--- config.mk ---
export PLATFORM = sky130hd
export DESIGN_NAME = rank9_pipe
export DESIGN_NICKNAME = d
export VERILOG_FILES = /design/src/rtl/rank9_pipe.sv
export SDC_FILE = /design/constraint.sdc
export NUM_CORES = 1
export LEC_CHECK = 0
export ABC_AREA = 1
export ABC_CLOCK_PERIOD_IN_PS = 5000
export CORE_MARGIN = 2
export CORE_UTILIZATION = 55
export DETAILED_ROUTE_END_ITERATION = 10
export PLACE_DENSITY_LB_ADDON = 0.25
export SLEW_MARGIN = 20
export SYNTH_ARGS = -nofsm -noshare
export SYNTH_HDL_FRONTEND = slang
export SYNTH_SLANG_ARGS = --single-unit
--- constraint.sdc ---
create_clock -name clk -period 5 [get_ports clk]
set_input_delay 1 -clock clk [delete_from_list [all_inputs] [get_ports clk]]
set_output_delay 1 -clock clk [all_outputs]
set_load 0.03 [all_outputs]
--- src/rtl/rank9_pipe.sv ---
// rank9_pipe: three-stage 3x3 rank filter (min/median/max) with valid/ready flow control.
// Row sort, then column-wise reduction, then final median pick and mode select.
module rank9_pipe #(
    parameter int WIDTH  = 9,
    parameter bit SIGNED = 1'b0
) (
    input  logic             clk,
    input  logic             rst,
    input  logic             in_valid,
    output logic             in_ready,
    input  logic [1:0]       in_mode,
    input  logic [WIDTH-1:0] x_0,
    input  logic [WIDTH-1:0] x_1,
    input  logic [WIDTH-1:0] x_2,
    input  logic [WIDTH-1:0] x_3,
    input  logic [WIDTH-1:0] x_4,
    input  logic [WIDTH-1:0] x_5,
    input  logic [WIDTH-1:0] x_6,
    input  logic [WIDTH-1:0] x_7,
    input  logic [WIDTH-1:0] x_8,
    output logic             out_valid,
    input  logic             out_ready,
    output logic [WIDTH-1:0] out_data,
    output logic [1:0]       out_mode
);
    typedef logic [WIDTH-1:0] w_t;

    function automatic logic lt(input w_t a, input w_t b);
        return SIGNED ? ($signed(a) < $signed(b)) : (a < b);
    endfunction

    function automatic w_t mn2(input w_t a, input w_t b);
        return lt(a, b) ? a : b;
    endfunction

    function automatic w_t mx2(input w_t a, input w_t b);
        return lt(a, b) ? b : a;
    endfunction

    function automatic w_t min3(input w_t a, input w_t b, input w_t c);
        return mn2(mn2(a, b), c);
    endfunction

    function automatic w_t max3(input w_t a, input w_t b, input w_t c);
        return mx2(mx2(a, b), c);
    endfunction

    function automatic w_t med3(input w_t a, input w_t b, input w_t c);
        return mx2(mn2(a, b), mn2(mx2(a, b), c));
    endfunction

    logic [8:0][WIDTH-1:0] x, s1_d, s1_q;
    logic [4:0][WIDTH-1:0] s2_d, s2_q;
    logic [1:0]            m1_q, m2_q, mode_q;
    logic                  v1_q, v2_q, v3_q, rdy1, rdy2, rdy3;
    w_t                    med, data_d, data_q;

    assign x = {x_8, x_7, x_6, x_5, x_4, x_3, x_2, x_1, x_0};

    assign rdy3     = !v3_q || out_ready;
    assign rdy2     = !v2_q || rdy3;
    assign rdy1     = !v1_q || rdy2;
    assign in_ready = rdy1;

    // s1 layout per row r: [3r]=lo, [3r+1]=mid, [3r+2]=hi
    always_comb begin
        s1_d = '0;
        for (int r = 0; r < 3; r++) begin
            s1_d[3*r]   = min3(x[3*r], x[3*r+1], x[3*r+2]);
            s1_d[3*r+1] = med3(x[3*r], x[3*r+1], x[3*r+2]);
            s1_d[3*r+2] = max3(x[3*r], x[3*r+1], x[3*r+2]);
        end
    end

    // s2 layout: A, B, C, MN, MX
    always_comb begin
        s2_d    = '0;
        s2_d[0] = max3(s1_q[0], s1_q[3], s1_q[6]);
        s2_d[1] = med3(s1_q[1], s1_q[4], s1_q[7]);
        s2_d[2] = min3(s1_q[2], s1_q[5], s1_q[8]);
        s2_d[3] = min3(s1_q[0], s1_q[3], s1_q[6]);
        s2_d[4] = max3(s1_q[2], s1_q[5], s1_q[8]);
    end

    assign med    = med3(s2_q[0], s2_q[1], s2_q[2]);
    assign data_d = (m2_q == 2'b00) ? s2_q[3] : (m2_q == 2'b10) ? s2_q[4] : med;

    always_ff @(posedge clk or posedge rst) begin
        if (rst) begin
            v1_q   <= 1'b0;
            v2_q   <= 1'b0;
            v3_q   <= 1'b0;
            s1_q   <= '0;
            s2_q   <= '0;
            m1_q   <= 2'b00;
            m2_q   <= 2'b00;
            mode_q <= 2'b00;
            data_q <= '0;
        end else begin
            if (rdy1) begin
                v1_q <= in_valid;
                s1_q <= s1_d;
                m1_q <= in_mode;
            end
            if (rdy2) begin
                v2_q <= v1_q;
                s2_q <= s2_d;
                m2_q <= m1_q;
            end
            if (rdy3) begin
                v3_q   <= v2_q;
                data_q <= data_d;
                mode_q <= m2_q;
            end
        end
    end

    assign out_valid = v3_q;
    assign out_data  = data_q;
    assign out_mode  = mode_q;
endmodule
* Word-level counts from Yosys, hierarchy flattened *
Cells that the tools add are included.

word-level totals
  flip-flop bits (word level) = 144
  input port bits = 87
  word-level logic and storage cells = 89

cells by class
  $lt $le $gt $ge = 24
  equality and inequality tests = 1
  muxes and demuxes = 36
  reduce and logical (&&, ||, !) cells = 7

operators with widths
  cell                count
  $mux 9              36
  $lt 9x9->1          24
  $logic_not 1->1     3
  $logic_or 1x1->1    3
  $eq 2x2->1 const B  1
  $logic_not 2->1     1

* Longest topological paths before layout *
Gate-level depths: netlist of run 1.

  word-level depth = 8
  gate-level depth with buffers = 33
  mapped depth without buffers = 30

* Worst setup path before layout of run 1 *
No wires, ideal clock.

  path type = input port to flip-flop
  from = input port x_7[6]
  to = register s1_q[63] (netlist bit)
  setup time = 0.118 ns
  arrival = 4.738 ns
  data required time = 4.882 ns
  setup slack = 0.144 ns
  cell stages on the path = 24
  buffers on the path = 2
  cells stage by stage = inv_1 > ha_1 > a21oi_1 > o21a_1 > nand3_4 > buf_2 > nand2_1 > o21ai_0 > ha_1 > nand2_1 > o21a_1 > o221a_2 > nand2_4 > buf_6 > nand2_1 > o21ai_1 > ha_1 > a21oi_1 > nand3b_1 > a21oi_1 > a2111oi_2 > nand3_1 > nand3_1 > nand2_1

on the way
  longest elaborated chain between the ends = 6
  elaborated cells on any way between the ends = 7

ends and longest elaborated chain
  what                    line  RTL
  start: declaration      19    input logic [WIDTH-1:0] x_7,
  $lt 9x9->1              29    return SIGNED ? ($signed(a) < $signed(b)) : (a < b);
  $mux 9                  37    return lt(a, b) ? b : a;
  $lt 9x9->1              29
  $mux 9                  33    return lt(a, b) ? a : b;
  $lt 9x9->1              29
  $mux 9 (*)              37
  end signal: assignment  93    s1_q <= '0;
  end signal: assignment  102   s1_q <= s1_d;
  end: declaration        52    logic [8:0][WIDTH-1:0] x, s1_d, s1_q;

Every way passes the cells marked *; elsewhere a longest branch is shown, timed or not.
A chain may end at the register's enable or synchronous reset.

* Final worst setup path of run 1 *
  from = input port x_6[1]
  to = register s1_q[70] (netlist bit)

on the way
  longest elaborated chain between the ends = 6
  elaborated cells on any way between the ends = 7

ends and longest elaborated chain
  what                line  RTL
  start: declaration  18    input logic [WIDTH-1:0] x_6,
  $lt 9x9->1          29
  $mux 9              37
  $lt 9x9->1          29
  $mux 9              33
  $lt 9x9->1          29
  $mux 9 (*)          37

Marks and branches as above.

==> key figures, run 1 <==
Layout
  • Proportion of layout cells with a drive suffix above 1: 0.177
  • ANT cells: 0
  • Layout area overhead: 28.6%
  • Final #Nets: 2,486

Clocking
  • Clk sinks: 144
  • Clock Tree Buf Depth: 2
  • Clock transition at path regs: 0.07 ns
  • Root buffer cell: clkbuf_16
  • Worst-skew pair later-pin latency: 0.44 ns
  • CTS tree: done
  • # H-tree levels: 4
  • Num CTS Buffers: 17

Synthesis
  • Area share of the largest cell type after synthesis: 0.265
  • Post-Syn Nets: approximately 2,200
  • Syn Inst Count: around 2,000
  • Count leader, synth: nand2_1
  • Post-synth EDFFs: 0
  • Ys flop type: dfrtp_1
  • Ys async rst share: 1.00
  • Synth unique cells: 48
  • Post-Syn Area: 13,600 sq um
  • Post-synthesis register bit count: 144
  • Synth area leader: dfrtp_1
  • Synthesis Warnings: 0
  • Syn avg cell area: 6.96 sq um
  • Post-synthesis sequential area ratio: 0.265
  • Synth area leaders: dfrtp_1 (26%), ha_1 (18%), nand2_1 (14%), o21ai_0 (7.4%), inv_1 (7.0%)
  • Top post-synthesis cells by count: nand2_1 (502), inv_1 (255), o21ai_0 (200)

Flow run
  • Max Cap Viol: 0

Placement
  • Dpl ws: -0.623 ns
  • Port bufs: 99
  • RePlAce Congestion: around 0.99
  • Detail Placement HPWL: 33,800 microns

STA
  • Worst Max-Slew Pin Slew: 0.937 ns
  • Unrepaired setup endpoints after global routing: yes
  • Tcrit/Tclk final: 1.01
  • Final Setup Violations: 5
  • PnR worst setup slack: -0.0364 ns
  • Peak Freq: 199 MHz
  • Final hold vios: 0
  • Max-slew violation count: 0
  • Slew headroom: 0.374
  • Clock Skews: 0.0152 ns
  • Tmin final: approximately 5.0 ns

Global route
  • Maximum number of pins on one net before global-route repair: 135
  • Total global-route track usage: 0.324
  • Initial antenna violation count: 0
  • Overflow after GRT: 0
  • Number of global-route vias before repair: between 10,000 and 15,000
  • First-pass GRT wire length: 67,200 microns

Setup path
  • Req. time, crit path: approximately 5.4 ns
  • R2R cell count: 23
  • Crit-path slowest cell: clkdlybuf4s50_1
  • Worst path bufs/invs: 3
  • Crit path DAT: 5.41 ns
  • Worst path top cell family by delay: compound AO/OA/AOI/OAI gates
  • Max FO, Critical Path: 9
  • Crit Path Class: in -> reg
  • Nature of the critical path startpoint: input pin
  • Critical-path cell list: clkdlybuf4s50_1 -> ha_1 -> nand2_1 -> nor2_2 -> o211ai_4 -> nand3_4 -> o21ai_0 -> ha_1 -> nand4_1 -> buf_4 -> o221a_4 -> nand2_2 -> o21ai_2 -> ha_1 -> a21oi_1 -> nand3b_1 -> a21oi_1 -> a2111oi_2 -> buf_4 -> nand2_8 -> nand2_1 -> nand3_1 -> nand2_1
  • Beginning of the worst register-to-register path: s1_q[15]
  • CP endpoint kind: flip-flop
  • R2r setup slk: 0.41 ns
  • R2r endpoint: s2_q[16]
  • CP max stage delay: 0.44 ns

Floorplanning
  • Row count: 57
  • Initial Utilization: 0.559
  • DIE HEIGHT: about 160 microns
  • Die Span X: ~160 microns
  • Core footprint: 24,300 sq um
  • Die ar.: 26,000 sq um
  • I/O Pins: 100

Hold path
  • Hold depth: 2
  • Hold Startpoint: v1_q
  • Endpoint with the worst hold slack: v2_q
  • Hold WC Path Type: reg -> reg

Detailed routing
  • Mean number of vias per cell: between 5 and 6
  • Vias: 14,900
  • Router iterations before antenna repair: 7
  • Routed len/inst: roughly 18 microns
  • Antenna Violating Nets Remaining: 0
  • DRC: 0
  • Number of DRC markers in iteration 0: 1,373
  • Detailed Route WL: 45,000 microns

Pwr
  • Pwr/cell area: ~700 nW/um^2
  • VDD IR max: about 0.52 mV
  • Total power: 12.3 mW
  • P_leak: 8.97 nW

Outcome
  • Outcome: finished with violations
  • Failing checks: setup timing
## cells by family (layout without fill, tap and decap cells)
kind of cell / count (synthesis) / in the layout / share of synthesized area
buf+inv: 330 / 581 / 0.0963
simple gates: 819 / 829 / 0.267
compound gates: 470 / 473 / 0.195
fa+ha+maj: 192 / 192 / 0.177
flops: 144 / 144 / 0.265
## final cells by class
cell class,count,area [sq um]
clock buffer,19,433
clock inverter,12,161
fill,1916,6820
inverter,263,993
multi-input combinational,1494,9410
sequential,144,3600
tap,324,405
timing repair buffer,287,2490
## flip-flops by register name (all words and copies together) (netlist names)
| name | cells |
|---|---|
| m1_q | 2 |
| v1_q | 1 |
| s1_q | 81 |
| out_data | 9 |
| v2_q | 1 |
| out_valid | 1 |
| out_mode | 2 |
| m2_q | 2 |
| s2_q | 45 |
## stage by stage
stage | util | instances | instance area [sq um] | setup TNS [ns] | hold slack (ns)
floorplan | - | 1955 | 13600 | 0 | 0.422
global placement | 0.656 | 2476 | 16000 | -9.70 | 0.442
detailed placement | 0.656 | 2476 | 16000 | -12.08 | 0.447
CTS | 0.682 | 2508 | 16600 | 0 | 0.461
global route | 0.720 | 2543 | 17500 | -2.84 | 0.487
finish | 0.720 | 2543 | 17500 | -0.0948 | 0.459
## placed cells by master, fill, tap and decap left out, drive strengths merged, types with 14 or more instances in the layout
master	n
o22ai	40
inv	263
dlymetal6s2s	15
buf	187
nor3	16
clkdlybuf4s50	84
dfrtp	144
nand2	533
ha	192
nand3	165
clkbuf	20
o221a	14
o21ai	271
nand4	23
a21oi	108
nor2	76
## routing by layer
metal	global-route usage	wire length, microns	vias up
met5	0	0	-
met4	0.157	2620	0
met3	0.0406	2910	174
met2	0.545	21100	696
met1	0.414	18400	6899
li1	-	-	7143
## worst register-to-register path: stages, from the launching register on
cell,delay (ns)
dfrtp_1,0.42
ha_1,0.33
a21oi_1,0.17
o21a_1,0.17
nand3_2,0.28
buf_4,0.29
nand2_1,0.06
o21ai_0,0.14
ha_1,0.32
nand4_1,0.12
nor3_1,0.21
o21ai_2,0.12
nand2_4,0.18
nand2_1,0.08
o21ai_1,0.11
ha_1,0.27
a21oi_1,0.15
nor2_1,0.05
a211oi_1,0.37
o221a_2,0.38
nand2_4,0.10
nand2_1,0.07
nand3_1,0.07
nand2_1,0.09
## power breakdown
part           switching (mW)  internal, mW  total (mW)
clock network           0.523         0.784        1.31
logic                    5.61          3.33        8.94
registers               0.379          1.67        2.05
total                    6.51          5.78        12.3
## worst max-delay path by stage
stage          slack, ns    from       end  depth (start not counted)
2_1_floorplan       0.13     rst   m1_q[0]                          1
6_report           -0.04  x_6[1]  s1_q[70]                         23
3_5_place_dp       -0.62  x_4[8]  s1_q[41]                         23
4_1_cts            0.004  x_4[8]  s1_q[41]                         24
3_3_place_gp       -0.50  x_4[8]  s1_q[41]                         23
5_1_grt            -0.16  x_6[1]  s1_q[63]                         27
## what timing repair did
item                                    in CTS  in global routing
resized for setup                            9                152
pin swaps                                    1                 61
setup buffers                                0                 21
cloned                                       1                 14
endpoints found under the setup margin      11                 41
hold buffers                                 0                  0
(Power assumes the default switching activity.)
==> run 2: changes to the inputs <==
- CORE_ASPECT_RATIO: unset -> 0.7
==> key figures, run 2 (synthesis gave the netlist of run 1 again) <==
Setup path
  • CP max stage delay: 0.47 ns (+0.03 ns)
  • Worst Setup SP: x_1[4]
  • Req. time, crit path: 5.38 ns (about the same)
  • Crit Path Class: in -> reg
  • CP endpoint kind: flip-flop
  • Beginning of the worst register-to-register path: s1_q[17]
  • Crit path DAT: 5.21 ns (-0.20 ns)
  • Worst path bufs/invs: 7 (+4)
  • Max FO, Critical Path: 14 (+5)
  • Worst path top cell family by delay: buffers and inverters
  • Nature of the critical path startpoint: input pin
  • Crit-path slowest cell: clkdlybuf4s50_1

Layout
  • Max FFs per register: 81 (unchanged)
  • Commonest non-fill, non-tap cell in the layout: nand2_1
  • Fillers: 1,919 (+0.16%)
  • ANT cells: 0 (unchanged)
  • Most frequent cells in the layout: nand2_1 (484), inv_1 (245), buf_4 (183), o21ai_0 (174), ha_1 (173)
  • Layout Cells excl Fill: 2,547 (+0.16%)
  • Proportion of layout cells with a drive suffix above 1: 0.189 (+0.0124)
  • Multi-input logic area: 9510 sq um (+1.0%)
  • Biggest register: s1_q
  • Final #Nets: 2,488 (+0.080%)
  • Layout area overhead: 30.3%
  • Finished Core Util: 0.723 (+0.00379)
  • Register Area: 3600 sq um (unchanged)

Global route
  • First-pass GRT wire length: 68,700 microns (+2.3%)
  • Number of global-route vias before repair: 13,200 (-1.7%)
  • Maximum number of pins on one net before global-route repair: 102 (-24%)
  • Total global-route track usage: 0.341 (+0.0173)
  • Overflow after GRT: 0 (unchanged)
  • Initial antenna violation count: 1 (+1)

STA
  • Max-slew violation count: 0 (unchanged)
  • Slew headroom: 0.364 (-0.0100)
  • Peak Freq: 207 MHz (+4.1%)
  • PnR worst setup slack: 0.164 ns (+0.200 ns)
  • Tmin final: 4.84 ns (-0.200 ns)
  • Final hold vios: 0 (unchanged)
  • Final Setup Violations: 0 (-5)
  • Clock Skews: 0.00983 ns (-0.00537 ns)
  • Tcrit/Tclk final: 0.967 (-0.0400)
  • Setup TNS: 0 ns (+0.0948 ns)
  • Worst Max-Slew Pin Slew: 0.943 ns (+0.00691 ns)

Pwr
  • P_leak: 9.11 nW (+1.5%)
  • Seq pwr share: 0.163 (-0.004)
  • Int Pwr: 5.89 mW (+1.8%)
  • Combinational power share: 0.734 (+0.007)
  • Pwr/cell area: 715 nW/um^2 (+1.8%)
  • VDD IR max: 1.07 mV (+110%)
  • Psw: 6.79 mW (+4.2%)
  • Total power: 12.7 mW (+3.1%)
  • Clock power frac: 0.103 (-0.003)
  • Switching Share: 0.536 (+0.00591)

Detailed routing
  • Detail Route met2 WL: 19,500 microns (-7.6%)
  • Antenna Violating Nets Remaining: 0 (unchanged)
  • Detailed Route WL: 46,500 microns (+3.3%)
  • Vias: 14,900 (+0.23%)
  • Number of DRC markers in iteration 0: 1,759 (+28%)
  • Routed len/inst: 18.3 microns (+3.2%)
  • DRC: 0 (unchanged)
  • Max layer used: met4
  • Router iterations before antenna repair: 6 (-1)
  • Metal3 WL: 5250 microns (+80%)
  • Mean number of vias per cell: 5.87 (about the same)
  • Met1 WL: 20,900 microns (+14%)

Floorplanning
  • Die ar.: 26,000 sq um (about the same)
  • Die Span X: 192 microns (+19%)
  • Core footprint: 24,500 sq um (+0.76%)
  • DIE HEIGHT: 136 microns (-16%)
  • Row count: 48 (-16%)
  • I/O Pins: 100 (unchanged)
  • Initial Utilization: 0.555 (-0.00420)

Hold path
  • Hold Startpoint: out_data[1]
  • Hold WC Path Type: reg -> reg

Clocking
  • CTS tree: done
  • Clock transition at path regs: 0.07 ns (about the same)
  • # H-tree levels: 4 (unchanged)
  • Num CTS Buffers: 17 (unchanged)
  • Root buffer cell: clkbuf_16
  • Worst-skew pair later-pin latency: 0.44 ns (about the same)
  • Clock Tree Buf Depth: 2 (unchanged)
  • Clk sinks: 144 (unchanged)
  • CTS Hold Bufs: 0 (unchanged)

Placement
  • RePlAce Congestion: 1.01 (+2.0%)
  • Detail Placement HPWL: 35,400 microns (+4.8%)
  • Dpl ws: -0.565 ns (+0.0574 ns)
  • Placed insts: 2,483 (+0.28%)
  • Port bufs: 99 (unchanged)

Outcome
  • Outcome: complete, no violations

Flow run
  • Max Cap Viol: 0 (unchanged)
[run 2: repair_timing]
action / in CTS / in global routing
endpoints found under the setup margin: 13 / 41
cloned: 1 / 12
gates resized for setup: 8 / 188
setup buffers: 1 / 18
pin swaps: 2 / 67
[run 2: layer usage]
layer  global-route usage  vias to the layer above
met5                    0                        -
met4               0.0725                        0
met3               0.0818                      101
met2                0.491                      761
met1                0.515                     6932
li1                     -                     7152
[run 2: area by class of cell]
cell class,count,share of cell area
multi-input combinational,1490,0.536
sequential,144,0.203
timing repair buffer,293,0.148
inverter,263,0.0560
clock buffer,19,0.0255
tap,325,0.0229
clock inverter,13,0.00798
[run 2: worst reg2reg max path, cell delays in order, from the launching register on]
cell and delay (ns):
dfrtp_1 0.49, ha_1 0.36, a21oi_1 0.16, o21a_1 0.19
nand3_2 0.16, buf_4 0.22, nand2_1 0.06, o21ai_0 0.17
ha_1 0.36, nand2_1 0.07, o21a_1 0.20, o221a_2 0.27
nand2_4 0.18, nand2_1 0.09, o21ai_1 0.13, ha_1 0.28
a21oi_1 0.15, nor2_1 0.07, a211oi_2 0.19, o221a_2 0.32
nand2_4 0.11, nand2_1 0.07, nand3_1 0.13, nand2_1 0.11
[run 2: final timing paths]
kind                               end  slack, ns  cells past startpoint
min in group asynchronous     s1_q[56]       1.13                      2
min reg2reg                out_data[1]       0.48                      2
min                        out_data[1]       0.48                      2
max in group asynchronous     s1_q[21]       2.98                      3
max reg2reg                   s2_q[11]       0.39                     23
max                           s1_q[12]       0.16                     27
[run 2: per-stage QoR]
stage / hold WS, ns / area [sq um]
after global placement: 0.449 / 16000
after global routing: 0.507 / 17700
after floorplan: 0.422 / 13600
final: 0.479 / 17700
after CTS: 0.482 / 16600
after detailed placement: 0.465 / 16000
[run 2: power by group through the flow]
stage	sequential, mW	combinational, mW	clock (mW)
after floorplan	1.99	6.24	0
after detailed placement	2.06	8.49	0
after global routing	2.11	10.4	1.37
final	2.06	9.30	1.31
after global placement	2.05	8.22	0
after CTS	2.04	8.59	1.32
==> run 3: changes to the inputs <==
- GPL_ROUTABILITY_DRIVEN: unset -> 0
==> key figures, run 3 (synthesis gave the netlist of run 1 again) <==
Setup path
  • Crit Path Class: in -> reg
  • Req. time, crit path: 5.38 ns (about the same)
  • Nature of the critical path startpoint: input pin
  • Crit path DAT: 5.36 ns (+0.15 ns)
  • CP endpoint kind: flip-flop
  • Max FO, Critical Path: 9 (-5)
  • CP max stage delay: 0.44 ns (-0.03 ns)
  • Crit-path slowest cell: clkdlybuf4s50_1
  • CP most frequent cell: nand2_1

Clocking
  • Clk sinks: 144 (unchanged)
  • # H-tree levels: 4 (unchanged)
  • Root buffer cell: clkbuf_16
  • Num CTS Buffers: 17 (unchanged)
  • Worst-skew pair later-pin latency: 0.44 ns (about the same)
  • Clock transition at path regs: 0.07 ns (about the same)
  • CTS tree: done
  • Clock Tree Buf Depth: 2 (unchanged)

Global route
  • Total global-route track usage: 0.335 (-0.00588)
  • Overflow after GRT: 0 (unchanged)
  • Number of global-route vias before repair: 13,100 (-0.92%)
  • Initial antenna violation count: 3 (+2)
  • Maximum number of pins on one net before global-route repair: 99 (-2.9%)
  • First-pass GRT wire length: 67,800 microns (-1.3%)

Floorplanning
  • Row count: 48 (unchanged)
  • DIE HEIGHT: 136 microns (unchanged)
  • Die Span X: 192 microns (unchanged)
  • Core footprint: 24,500 sq um (unchanged)
  • Initial Utilization: 0.555 (unchanged)
  • I/O Pins: 100 (unchanged)
  • Die ar.: 26,000 sq um (unchanged)

Layout
  • Proportion of layout cells with a drive suffix above 1: 0.187 (-0.00236)
  • Biggest register: s1_q
  • Final #Nets: 2,484 (-0.16%)
  • Design Area, Final: 17,500 sq um (-1.3%)
  • Layout Cells excl Fill: 2,543 (-0.16%)
  • Commonest non-fill, non-tap cell in the layout: nand2_1
  • Max FFs per register: 81 (unchanged)
  • Most frequent cells in the layout: nand2_1 (491), inv_1 (243), buf_4 (185), ha_1 (176), o21ai_0 (172)
  • Layout area overhead: 28.5%
  • ANT cells: 0 (unchanged)

Pwr
  • VDD IR max: 1.35 mV (+27%)
  • Pwr/cell area: 708 nW/um^2 (-1.0%)
  • P_leak: 8.99 nW (-1.2%)

STA
  • Setup TNS: 0 ns (unchanged)
  • Tcrit/Tclk final: 0.995 (+0.0278)
  • WHS: 0.467 ns (-0.0129 ns)
  • Worst Max-Slew Pin Slew: 0.973 ns (+0.0294 ns)
  • Clock Skews: 0.0103 ns (+0.000496 ns)
  • Slew headroom: 0.350 (-0.0142)
  • Final hold vios: 0 (unchanged)
  • Max-slew violation count: 0 (unchanged)
  • Peak Freq: 201 MHz (-2.8%)
  • Tmin final: 4.98 ns (+0.139 ns)
  • Final Setup Violations: 0 (unchanged)

Detailed routing
  • DRC: 0 (unchanged)
  • Routed len/inst: 18.2 microns (-0.17%)
  • Vias: 15,000 (+0.64%)
  • Mean number of vias per cell: 5.92 (+0.80%)
  • Detailed Route WL: 46,400 microns (-0.32%)
  • Antenna Violating Nets Remaining: 0 (unchanged)
  • Router iterations before antenna repair: 7 (+1)
  • Number of DRC markers in iteration 0: 1,777 (+1.0%)

Flow run
  • Max Cap Viol: 0 (unchanged)

Placement
  • Port bufs: 99 (unchanged)
  • Placed cell area: 16,000 sq um (-0.31%)
  • Placed insts: 2,478 (-0.20%)
  • Detail Placement HPWL: 34,700 microns (-2.0%)

Hold path
  • Hold WC Path Type: reg -> reg

Outcome
  • Outcome: complete, no violations
==> run 3: critical path: cells and delay by family <==
kind | cells | cell delay (ns)
compound gates | 6 | 0.93
fa+ha+maj | 3 | 0.85
buf+inv | 5 | 0.97
simple gates | 15 | 1.57
==> run 3: routing by layer <==
layer	vias to the layer above	track usage	routed length, microns
met4	6	0.0700	815
met1	6980	0.496	20000
met5	-	0	42
met3	104	0.0881	5610
met2	811	0.489	19900
li1	7141	-	-
==> run 3: worst paths after layout <==
path                          start       end  slack [ns]  cells past startpoint
max                          x_3[1]  s1_q[41]        0.02                     29
min                            v1_q      v2_q        0.47                      2
max reg2reg                s1_q[15]  s2_q[11]        0.38                     21
min reg2reg                    v1_q      v2_q        0.47                      2
max in group asynchronous       rst   s2_q[7]        2.98                      3
min in group asynchronous       rst  s1_q[55]        1.13                      2
==> run 3: stage by stage <==
step	total power, mW	worst slack (ns)	util
floorplan	8.23	0.134	-
global placement	10.2	-0.546	0.651
detailed placement	10.5	-0.662	0.651
CTS	11.9	0.000533	0.676
global route	13.5	-0.192	0.714
finish	12.4	0.0248	0.714
==> run 3: final cells by class <==
class                      count  area, sq um
clock buffer                  18          429
clock inverter                14          145
fill                        1945         7010
inverter                     263          993
multi-input combinational   1487         9360
sequential                   144         3600
tap                          325          407
timing repair buffer         292         2560
==> run 3: power by group <==
group | switching (mW) | total, mW | internal, mW
Combinational | 5.70 | 9.03 | 3.33
Sequential | 0.391 | 2.06 | 1.67
Clock | 0.585 | 1.29 | 0.704
Total | 6.68 | 12.4 | 5.70
==> run 3: repair_timing <==
item                       in CTS  in global routing
hold buffers                    0                  0
pin swaps                       2                 68
cloned                          1                  9
setup endpoints to repair      15                 36
gates resized for setup        11                169
buffers inserted                1                 22
